## src/rtl/gate_bist_pkg.sv

```systemverilog
// rtl/gate_bist_pkg.sv - shared types and truth-table constants for the gate BIST controller
package gate_bist_pkg;

  localparam int VEC_W = 2;

  typedef enum logic [1:0] {
    IDLE  = 2'd0,
    APPLY = 2'd1,
    CHECK = 2'd2,
    DONE  = 2'd3
  } state_e;

  // Bit i is the expected gate output for input vector {a,b} = i.
  localparam logic [3:0] TT_NAND = 4'b0111;
  localparam logic [3:0] TT_AND  = 4'b1000;
  localparam logic [3:0] TT_OR   = 4'b1110;
  localparam logic [3:0] TT_NOR  = 4'b0001;
  localparam logic [3:0] TT_XOR  = 4'b0110;

endpackage

```

## src/rtl/gate_bist_timer.sv

```systemverilog
// rtl/gate_bist_timer.sv - per-vector settle counter; expire marks the last settle cycle
module gate_bist_timer #(
  parameter int SETTLE_CYCLES = 2
) (
  input  logic clk,
  input  logic rst_n,
  input  logic load,
  input  logic enable,
  output logic expire
);

  localparam logic [7:0] LAST = 8'(SETTLE_CYCLES - 1);

  logic [7:0] cnt;

  assign expire = enable && (cnt == LAST);

  always_ff @(posedge clk or negedge rst_n) begin
    if (!rst_n) begin
      cnt <= 8'd0;
    end else if (load || expire) begin
      cnt <= 8'd0;
    end else if (enable) begin
      cnt <= cnt + 8'd1;
    end
  end

endmodule

```

## src/rtl/gate_bist_ctrl.sv

```systemverilog
// rtl/gate_bist_ctrl.sv - exhaustive self-test sequencer for one 2-input gate
// Optional: GATE_BIST_STOP_ON_FAIL_EN ends the run at the first mismatch.
module gate_bist_ctrl
  import gate_bist_pkg::*;
#(
  parameter logic [3:0] TRUTH_TABLE   = 4'b0111,
  parameter int         SETTLE_CYCLES = 2,
  parameter int         PASSES        = 1,
  parameter int         ERR_W         = 4
) (
  input  logic             clk,
  input  logic             rst_n,
  input  logic             start,
  output logic             a_out,
  output logic             b_out,
  input  logic             y_in,
  output logic             busy,
  output logic             done,
  output logic             pass,
  output logic [ERR_W-1:0] err_count,
  output logic [1:0]       fail_vec
);

  localparam logic [3:0]       LAST_PASS = 4'(PASSES - 1);
  localparam logic [ERR_W-1:0] ERR_MAX   = '1;

  state_e           state;
  logic [VEC_W-1:0] vec;
  logic [3:0]       pass_cnt;
  logic             launch;
  logic             expire;
  logic             mismatch;
  logic             stop_now;

  assign launch   = ((state == IDLE) || (state == DONE)) && start;
  assign mismatch = (state == CHECK) && (y_in !== TRUTH_TABLE[vec]);

`ifdef GATE_BIST_STOP_ON_FAIL_EN
  assign stop_now = mismatch;
`else
  assign stop_now = 1'b0;
`endif

  gate_bist_timer #(
    .SETTLE_CYCLES(SETTLE_CYCLES)
  ) u_timer (
    .clk    (clk),
    .rst_n  (rst_n),
    .load   (launch),
    .enable (state == APPLY),
    .expire (expire)
  );

  assign busy = (state == APPLY) || (state == CHECK);
  assign done = (state == DONE);
  assign pass = done && (err_count == '0);

  always_ff @(posedge clk or negedge rst_n) begin
    if (!rst_n) begin
      state     <= IDLE;
      vec       <= '0;
      pass_cnt  <= 4'd0;
      a_out     <= 1'b0;
      b_out     <= 1'b0;
      err_count <= '0;
      fail_vec  <= 2'b00;
    end else begin
      case (state)
        IDLE, DONE: begin
          if (start) begin
            state     <= APPLY;
            vec       <= '0;
            pass_cnt  <= 4'd0;
            err_count <= '0;
            fail_vec  <= 2'b00;
            a_out     <= 1'b0;
            b_out     <= 1'b0;
          end
        end
        APPLY: begin
          if (expire) state <= CHECK;
        end
        CHECK: begin
          if (mismatch) begin
            if (err_count != ERR_MAX) err_count <= err_count + 1'b1;
            // A zero count means this is the first mismatch of the run.
            if (err_count == '0) fail_vec <= vec;
          end
          if (stop_now) begin
            state <= DONE;
            {a_out, b_out} <= 2'b00;
          end else if (vec != 2'd3) begin
            state <= APPLY;
            vec   <= vec + 2'd1;
            {a_out, b_out} <= vec + 2'd1;
          end else if (pass_cnt != LAST_PASS) begin
            state    <= APPLY;
            vec      <= '0;
            pass_cnt <= pass_cnt + 4'd1;
            {a_out, b_out} <= 2'b00;
          end else begin
            state <= DONE;
            {a_out, b_out} <= 2'b00;
          end
        end
        default: state <= IDLE;
      endcase
    end
  end

endmodule

```

## config.mk

```make
export PLATFORM = sky130hd
export DESIGN_NAME = gate_bist_ctrl
export DESIGN_NICKNAME = d
export VERILOG_FILES = /design/src/rtl/gate_bist_pkg.sv /design/src/rtl/gate_bist_timer.sv /design/src/rtl/gate_bist_ctrl.sv
export SDC_FILE = /design/constraint.sdc
export NUM_CORES = 1
export LEC_CHECK = 0
export CAP_MARGIN = 20
export CORE_MARGIN = 3
export CORE_UTILIZATION = 30
export DETAILED_ROUTE_END_ITERATION = 12
export GPL_ROUTABILITY_DRIVEN = 0
export MAX_ROUTING_LAYER = met4
export PLACE_DENSITY = 0.53
export SLEW_MARGIN = 40
export SYNTH_ARGS = -nofsm -noshare
export SYNTH_HDL_FRONTEND = slang
export SYNTH_SLANG_ARGS = --single-unit
```

## constraint.sdc

```tcl
create_clock -name clk -period 2.1 [get_ports clk]
set_input_delay 0.525 -clock clk [delete_from_list [all_inputs] [get_ports clk]]
set_output_delay 0.525 -clock clk [all_outputs]
set_load 0.01 [all_outputs]
```

==> results of run 1 <==
==> how the worst min path moves through the flow <==
| stage | end | slack [ps] | depth (start not counted) |
|---|---|---|---|
| CTS | b_out$_DFFE_PN0P_ | 510 | 2 |
| finish | b_out$_DFFE_PN0P_ | 500 | 2 |
| detailed placement | b_out$_DFFE_PN0P_ | 470 | 2 |
| global placement | b_out$_DFFE_PN0P_ | 470 | 2 |
| floorplan | a_out$_DFFE_PN0P_ | 230 | 0 |
| global route | b_out$_DFFE_PN0P_ | 550 | 2 |
==> power breakdown <==
part	total [W]	internal, W	switching [W]	leakage [nW]
combinational	0.000773	0.000365	0.000408	0.461
sequential	0.000599	0.000534	0.0000652	0.329
clock	0.000408	0.000255	0.000153	0.0357
total	0.00178	0.00115	0.000625	0.826
==> what timing repair did <==
| item | CTS | global route |
|---|---|---|
| setup buffers | 1 | 0 |
| resized for setup | 3 | 4 |
| hold endpoints to repair | 0 | 0 |
| endpoints found under the setup margin | 2 | 2 |
| gates cloned | 0 | 0 |
==> critical path: stages (launching register included) <==
cell and delay, ps:
dfrtp_1 410, inv_1 60, ha_1 120, or4b_1 450, or4_4 460, o21ai_2 260, nor2_1 90
==> flip-flops by register name, indices dropped and copies added (netlist names) <==
signal / count
fail_vec: 2
state: 2
vec: 2
a_out: 1
b_out: 1
pass_cnt: 4
u_timer.cnt: 8
err_count: 4
==> synthesized netlist by cell type, drive strengths merged, types with 2 or more instances <==
| master | n |
|---|---|
| dfrtp | 24 |
| nand2 | 15 |
| inv | 12 |
| ha | 11 |
| nor2 | 11 |
| nand4 | 9 |
| xor2 | 9 |
| a21oi | 7 |
| o21ai | 6 |
| nand3 | 5 |
| mux2i | 4 |
| and3 | 3 |
| a21boi | 2 |
| and2 | 2 |
| clkbuf | 2 |
| mux2 | 2 |
| o221ai | 2 |
| or3 | 2 |
==> kinds of logic after synthesis <==
group,Yosys count
simple gates,55
buf+inv,15
flops,24
xor+xnor,9
mux,6
compound gates,22
fa+ha+maj,11
==> cell type report <==
cell class	count	area, um2	share of cell area, %
multi-input combinational	103	723.2	41.64
sequential	24	600.6	34.58
timing repair buffer	27	234.0	13.47
tap	50	62.56	3.602
inverter	12	45.04	2.594
clock buffer	3	41.29	2.378
clock inverter	1	30.03	1.729
==> layer usage <==
layer  up-vias  track usage, %  wire length, um  share of wire (%)
met2        17           18.80             1350                 49
met4         0           4.427               29                1.0
met1       550           15.25             1319                 47
li1        557               -                -                  -
met5         -               -                0                  0
met3         4           3.557               82                2.9
==> per-stage QoR <==
| step | utilization (%) | power, W |
|---|---|---|
| floorplan | - | 0.001070 |
| global placement | 39.28 | 0.001363 |
| detailed placement | 39.28 | 0.001377 |
| CTS | 41.22 | 0.001800 |
| global route | 41.33 | 0.001935 |
| finish | 41.33 | 0.001779 |
==> results.tsv, run 1 <==
stage	metric	value	unit
sta	drv_slew	0	
sta	relSlewSlack	68.10	%
finish	design_area	1737	um2
hold_path	hold_start	b_out$_DFFE_PN0P_	
global_route	antenna_found_initial	0	
routing	via_per_inst	5.127	
finish	filler_cell_count	419	
floorplan	initial_core_util	32.58	%
sta	hold_slack	499.3	ps
routing	vias	1128	
logic_synthesis	avgSynthCellArea	9.640	um2
floorplan	rows	23	
logic_synthesis	synthCells	142	
global_route	grt_pass1_vias	1146	
logic_synthesis	synth_cell_types	34	
logic_synthesis	netlist.area_leader.share	43.88	%
setup_path	cp_data_required_time	2250	ps
placement	place_area	1650	um2
setup_path	reg2reg_setup_slack	140	ps
placement	pre_cts_ws	52.93	ps
setup_path	arrival	2110	ps
setup_path	worst-path-max-fanout	5	
logic_synthesis	synth_compound_area_share	10.51	%
global_route	grt_first_pass_wirelength	5.002	mm
sta	skew	2.706	ps
logic_synthesis	yosysTopAreaCell	dfrtp_1	
sta	finalWorstSetupSlack	140.4	ps
finish	synthToLayoutAreaGrowth	26.87	%
routing	wl_per_cell	12.64	um
sta	rsz0062_at_grt	false	
routing	ant_nets	0	
logic_synthesis	synthTopCellsByArea	dfrtp_1, ha_1, xor2_1	
logic_synthesis	ys_ff_latch	24	
routing	first_iter_violations	49	
power_and_ir_drop	leakagePower	0.8256	nW
placement	placedCellCount	215	
floorplan	die_x	73.55	um
sta	fin_crit_sh	93.31	%
hold_path	hold_path_class	flip-flop to flip-flop	
clock_network	cts_buffer_depth	2	
floorplan	io-pin-count	15	
setup_path	worst_r2r_path_depth	6	
global_route	grt_start_max_net_pins	25	
floorplan	die_area	5409	um2
floorplan	coreArea	4202	um2
setup_path	start_kind	flip-flop	
placement	numPortBuffers	14	
logic_synthesis	yosysWarnings	0	
power_and_ir_drop	vdd_drop_max	0.0004237	V
setup_path	worstSetupStartpoint	u_timer.cnt[1]$_DFFE_PN0P_	
logic_synthesis	synthMuxAreaShare	4.570	%
finish	drive_above_1_share	14.12	%
sta	tightestPinTransition	474.1	ps
clock_network	clock-root-buffer	clkbuf_8	
routing	routed_wl	2.781	mm
setup_path	reg2reg_from	u_timer.cnt[1]$_DFFE_PN0P_	
routing	drtPass1Iterations	4	
clock_network	clock_latency	270	ps
sta	hold_viol_final	0	
global_route	grt_usage	12.24	%
power_and_ir_drop	powerDensity	1025	nW/um2
logic_synthesis	synthArstFlopShare	100.0	%
logic_synthesis	synth_top_flop_cell	dfrtp_1	
logic_synthesis	synth-xor-area-share	5.759	%
sta	setup_tns	0	ps
setup_path	cp-endpoint	u_timer.cnt[4]$_DFFE_PN0P_	
finish	insertedDiodeCount	0	
sta	fmax	510.3	MHz
logic_synthesis	synthesis.nets	157	
setup_path	critPathKind	flip-flop to flip-flop	
logic_synthesis	syn_area	1369	um2
logic_synthesis	yosys.area_share.simple	21.12	%
routing	drc	0	
placement	dp.final_hpwl	2.097	mm
finish	layout_common_cells	dfrtp_1, nand2_1, buf_4	
clock_network	htree_levels	1	
logic_synthesis	synth_seq_area_share	43.88	%
sta	setup_viol	0	
sta	finalWorstPathRequiredPeriod	1960	ps
logic_synthesis	synth_edf_count	0	
status	outcome	finished clean	
finish	final_nets	186	
clock_network	numCtsBuffers	3	
clock_network	cts.clk_slew.worst_paths	90	ps
clock_network	cts_tree	built	
global_route	gr-total-overflow	0	
clock_network	cts_sinks	24	
finish	final_cells	220	
finish	layout_commonest_cell	dfrtp_1	
clock_network	postCtsHoldBufs	0	
setup_path	r2r_end	u_timer.cnt[4]$_DFFE_PN0P_	
floorplan	die_h	73.55	um
logic_synthesis	synth_top_family_by_area	simple AND/OR/NAND/NOR gates	
job	cap_violations	0	
logic_synthesis	synthAdderAreaFrac	10.05	%
setup_path	end_kind	flip-flop	
Power figures use the tool's default switching activity.
==> inputs of run 2 (changes only) <==
--- a/config.mk
+++ b/config.mk
@@ -11,7 +11,6 @@
 export DETAILED_ROUTE_END_ITERATION = 12
 export GPL_ROUTABILITY_DRIVEN = 0
 export MAX_ROUTING_LAYER = met4
-export PLACE_DENSITY = 0.53
 export SLEW_MARGIN = 40
 export SYNTH_ARGS = -nofsm -noshare
 export SYNTH_HDL_FRONTEND = slang
==> run 2 against run 1 <==
Effect of this change: combinational power fell by 0.9%; sequential cell count did not move; via count fell by 0.62%; utilization fell by 0.68 points; total power fell by 5.5%; clock power fell by 23%; fmax fell by 2.6%; cell count fell by 0.45%; sequential power barely moved; clock skew fell by 0.90 ps.
==> results.tsv, run 2 (synthesized netlist as in run 1, its figures left out) <==
stage	metric	value	unit	change
clock_network	cts_sinks	24		unchanged
setup_path	arrival	1490	ps	-620 ps
sta	fmax	497.2	MHz	-2.6%
global_route	grt_start_max_net_pins	25		unchanged
clock_network	cts_tree	built		
sta	fin_crit_sh	95.77	%	+2.5 points
global_route	grt_first_pass_wirelength	5.250	mm	+5.0%
routing	vias	1121		-0.62%
routing	top_layer_used	met4		
power_and_ir_drop	p_switching	0.0006290	W	+0.57%
power_and_ir_drop	p_int	0.001052	W	-8.8%
power_and_ir_drop	vdd_drop_max	0.0003507	V	-17%
sta	setup_viol	0		unchanged
sta	hold_viol_final	0		unchanged
routing	routed_wl	2.933	mm	+5.5%
sta	finalWorstPathRequiredPeriod	2011	ps	+51.53 ps
sta	drv_slew	0		unchanged
hold_path	hold_path_class	flip-flop to flip-flop		
placement	numPortBuffers	14		unchanged
clock_network	clock_latency	260	ps	about the same
floorplan	die_h	73.55	um	unchanged
sta	tightestPinTransition	431.0	ps	-43.16 ps
status	outcome	finished clean		
setup_path	slowest_delay	480	ps	+20 ps
clock_network	clock-root-buffer	clkbuf_8		
power_and_ir_drop	sw_frac_of_total	37.42	%	+2.3 points
routing	drtPass1Iterations	6		+2
setup_path	worstSetupStartpoint	state[0]$_DFFE_PN0P_		
power_and_ir_drop	seq_power_share	35.6	%	+1.9 points
finish	multiInputGateArea	716.9	um2	-0.87%
finish	largestRegisters	u_timer.cnt (8), err_count (4), pass_cnt (4)		
clock_network	numCtsBuffers	3		unchanged
global_route	antenna_found_initial	0		unchanged
setup_path	reg2reg_from	u_timer.cnt[1]$_DFFE_PN0P_		
setup_path	end_kind	primary output		
finish	largest_reg_flops	8		unchanged
global_route	grt_pass1_vias	1209		+5.5%
setup_path	crit_slowest_cell	clkdlybuf4s50_1		
finish	layout_commonest_cell	dfrtp_1		
setup_path	worst-path-max-fanout	3		-2
power_and_ir_drop	leakagePower	0.7958	nW	-3.6%
floorplan	initial_core_util	32.58	%	unchanged
finish	layout_common_cells	dfrtp_1, nand2_1, inv_1, clkdlybuf4s50_1, buf_4		
setup_path	crit_buf_inv	2		+1
global_route	grt_usage	12.74	%	+0.51 points
setup_path	crit_path_cell_trace	buf_4 > ha_1 > clkdlybuf4s50_1		
finish	filler_cell_count	415		-0.95%
floorplan	io-pin-count	15		unchanged
floorplan	die_area	5409	um2	unchanged
routing	dr_wl_met3	91	um	+11%
finish	synthToLayoutAreaGrowth	24.77	%	
setup_path	start_kind	flip-flop		
finish	utilization	40.65	%	-0.68 points
finish	final_nets	185		-0.54%
finish	insertedDiodeCount	0		unchanged
hold_path	hold_start	b_out$_DFFE_PN0P_		
sta	rsz0062_at_grt	false		
power_and_ir_drop	power_frac_comb	45.6	%	+2.2 points
finish	drive_above_1_share	13.02	%	-1.1 points
sta	relSlewSlack	71.00	%	+2.9 points
clock_network	postCtsHoldBufs	0		unchanged
floorplan	die_x	73.55	um	unchanged
routing	wl_met1	1.436	mm	+8.9%
routing	met2_length	1.363	mm	+0.96%
setup_path	critPathKind	flip-flop to primary output		
clock_network	htree_levels	1		unchanged
finish	seqCellArea	600.6	um2	unchanged
routing	first_iter_violations	39		-20%
floorplan	coreArea	4202	um2	unchanged
clock_network	cts_buffer_depth	2		unchanged
global_route	gr-total-overflow	0		unchanged
floorplan	rows	23		unchanged
clock_network	cts.clk_slew.worst_paths	80	ps	about the same
power_and_ir_drop	clockPowerShare	18.8	%	-4.1 points
routing	via_per_inst	5.119		-0.17%
sta	skew	1.809	ps	-0.8969 ps
setup_path	cp_top_family	buffers and inverters		
placement	dp.final_hpwl	2.234	mm	+6.5%
power_and_ir_drop	powerDensity	984.2	nW/um2	-3.9%
routing	drc	0		unchanged
job	cap_violations	0		unchanged
setup_path	cp_data_required_time	1570	ps	-680 ps
routing	ant_nets	0		unchanged
sta	setup_tns	0	ps	unchanged
routing	wl_per_cell	13.39	um	+5.9%
finish	largest-register	u_timer.cnt		
run 2: cell types whose count changed in the layout (fill, tap and decap cells not counted):
cell             delta
buf_4               -1
bufinv_16           -1
clkbuf_2            -1
clkbuf_8            +1
clkdlybuf4s50_1     +1
dlygate4sd2_1       +1
dlymetal6s2s_1      -1
nor3b_2             +1
nor3b_4             -1
run 2: layer usage:
metal  track usage, %  vias to the layer above
li1                 -                      550
met1            15.97                      549
met2            20.08                       18
met3            2.873                        4
met4            4.628                        0
met5                -                        -
run 2: what timing repair did:
action                     in CTS  in global routing
buffers inserted                1                  0
gates resized for setup         3                  0
setup endpoints to repair       2                  0
run 2: through the flow:
stage | total power, W | cells | area [um2] | setup WS, ps | hold WS (ps)
finish | 0.001681 | 219 | 1708 | 88.88 | 493.1
floorplan | 0.001070 | 142 | 1369 | 243.9 | 229.4
CTS | 0.001698 | 219 | 1708 | 73.36 | 500.2
global route | 0.001818 | 219 | 1708 | 8.307 | 537.8
detailed placement | 0.001376 | 214 | 1643 | 73.56 | 480.0
global placement | 0.001338 | 214 | 1643 | 104.2 | 473.9
run 2: worst register-to-register path, stage by stage (launching register included):
cell     delay [ps]
dfrtp_1         410
inv_1            70
ha_1            130
or4b_1          450
or4_4           450
a21oi_2         200
mux2i_1         200
run 2: layout make-up:
| class | count | share of cell area (%) |
|---|---|---|
| repair buffers | 26 | 13.33 |
| inverters | 12 | 2.637 |
| well taps | 50 | 3.663 |
| flip-flops and latches | 24 | 35.16 |
| multi-input cells | 103 | 41.98 |
| clock buffers | 4 | 3.223 |
run 2: worst paths after layout:
check	depth (start not counted)	endpoint	slack, ps
hold / removal	2	b_out$_DFFE_PN0P_	490
hold reg to reg	2	b_out$_DFFE_PN0P_	490
max in group asynchronous	2	fail_vec[1]$_DFFE_PN0P_	1250
setup reg to reg	6	state[0]$_DFFE_PN0P_	130
setup / recovery	3	done	90
min in group asynchronous	2	u_timer.cnt[5]$_DFFE_PN0P_	620
run 2: power by group through the flow:
| stage | combinational [W] | clock [W] | sequential [W] |
|---|---|---|---|
| after floorplan | 0.000457 | 0 | 0.000613 |
| after global placement | 0.000731 | 0 | 0.000607 |
| after detailed placement | 0.000761 | 0 | 0.000615 |
| after CTS | 0.000774 | 0.000325 | 0.000599 |
| after global routing | 0.000860 | 0.000349 | 0.000610 |
| final | 0.000766 | 0.000316 | 0.000599 |
==> inputs of run 3 (changes only) <==
--- a/config.mk
+++ b/config.mk
@@ -5,6 +5,7 @@
 export SDC_FILE = /design/constraint.sdc
 export NUM_CORES = 1
 export LEC_CHECK = 0
+export ABC_CLOCK_PERIOD_IN_PS = 2100
 export CAP_MARGIN = 20
 export CORE_MARGIN = 3
 export CORE_UTILIZATION = 30
==> results of run 3 <==
The final DEF is identical to that of run 2; final timing and power are the same.
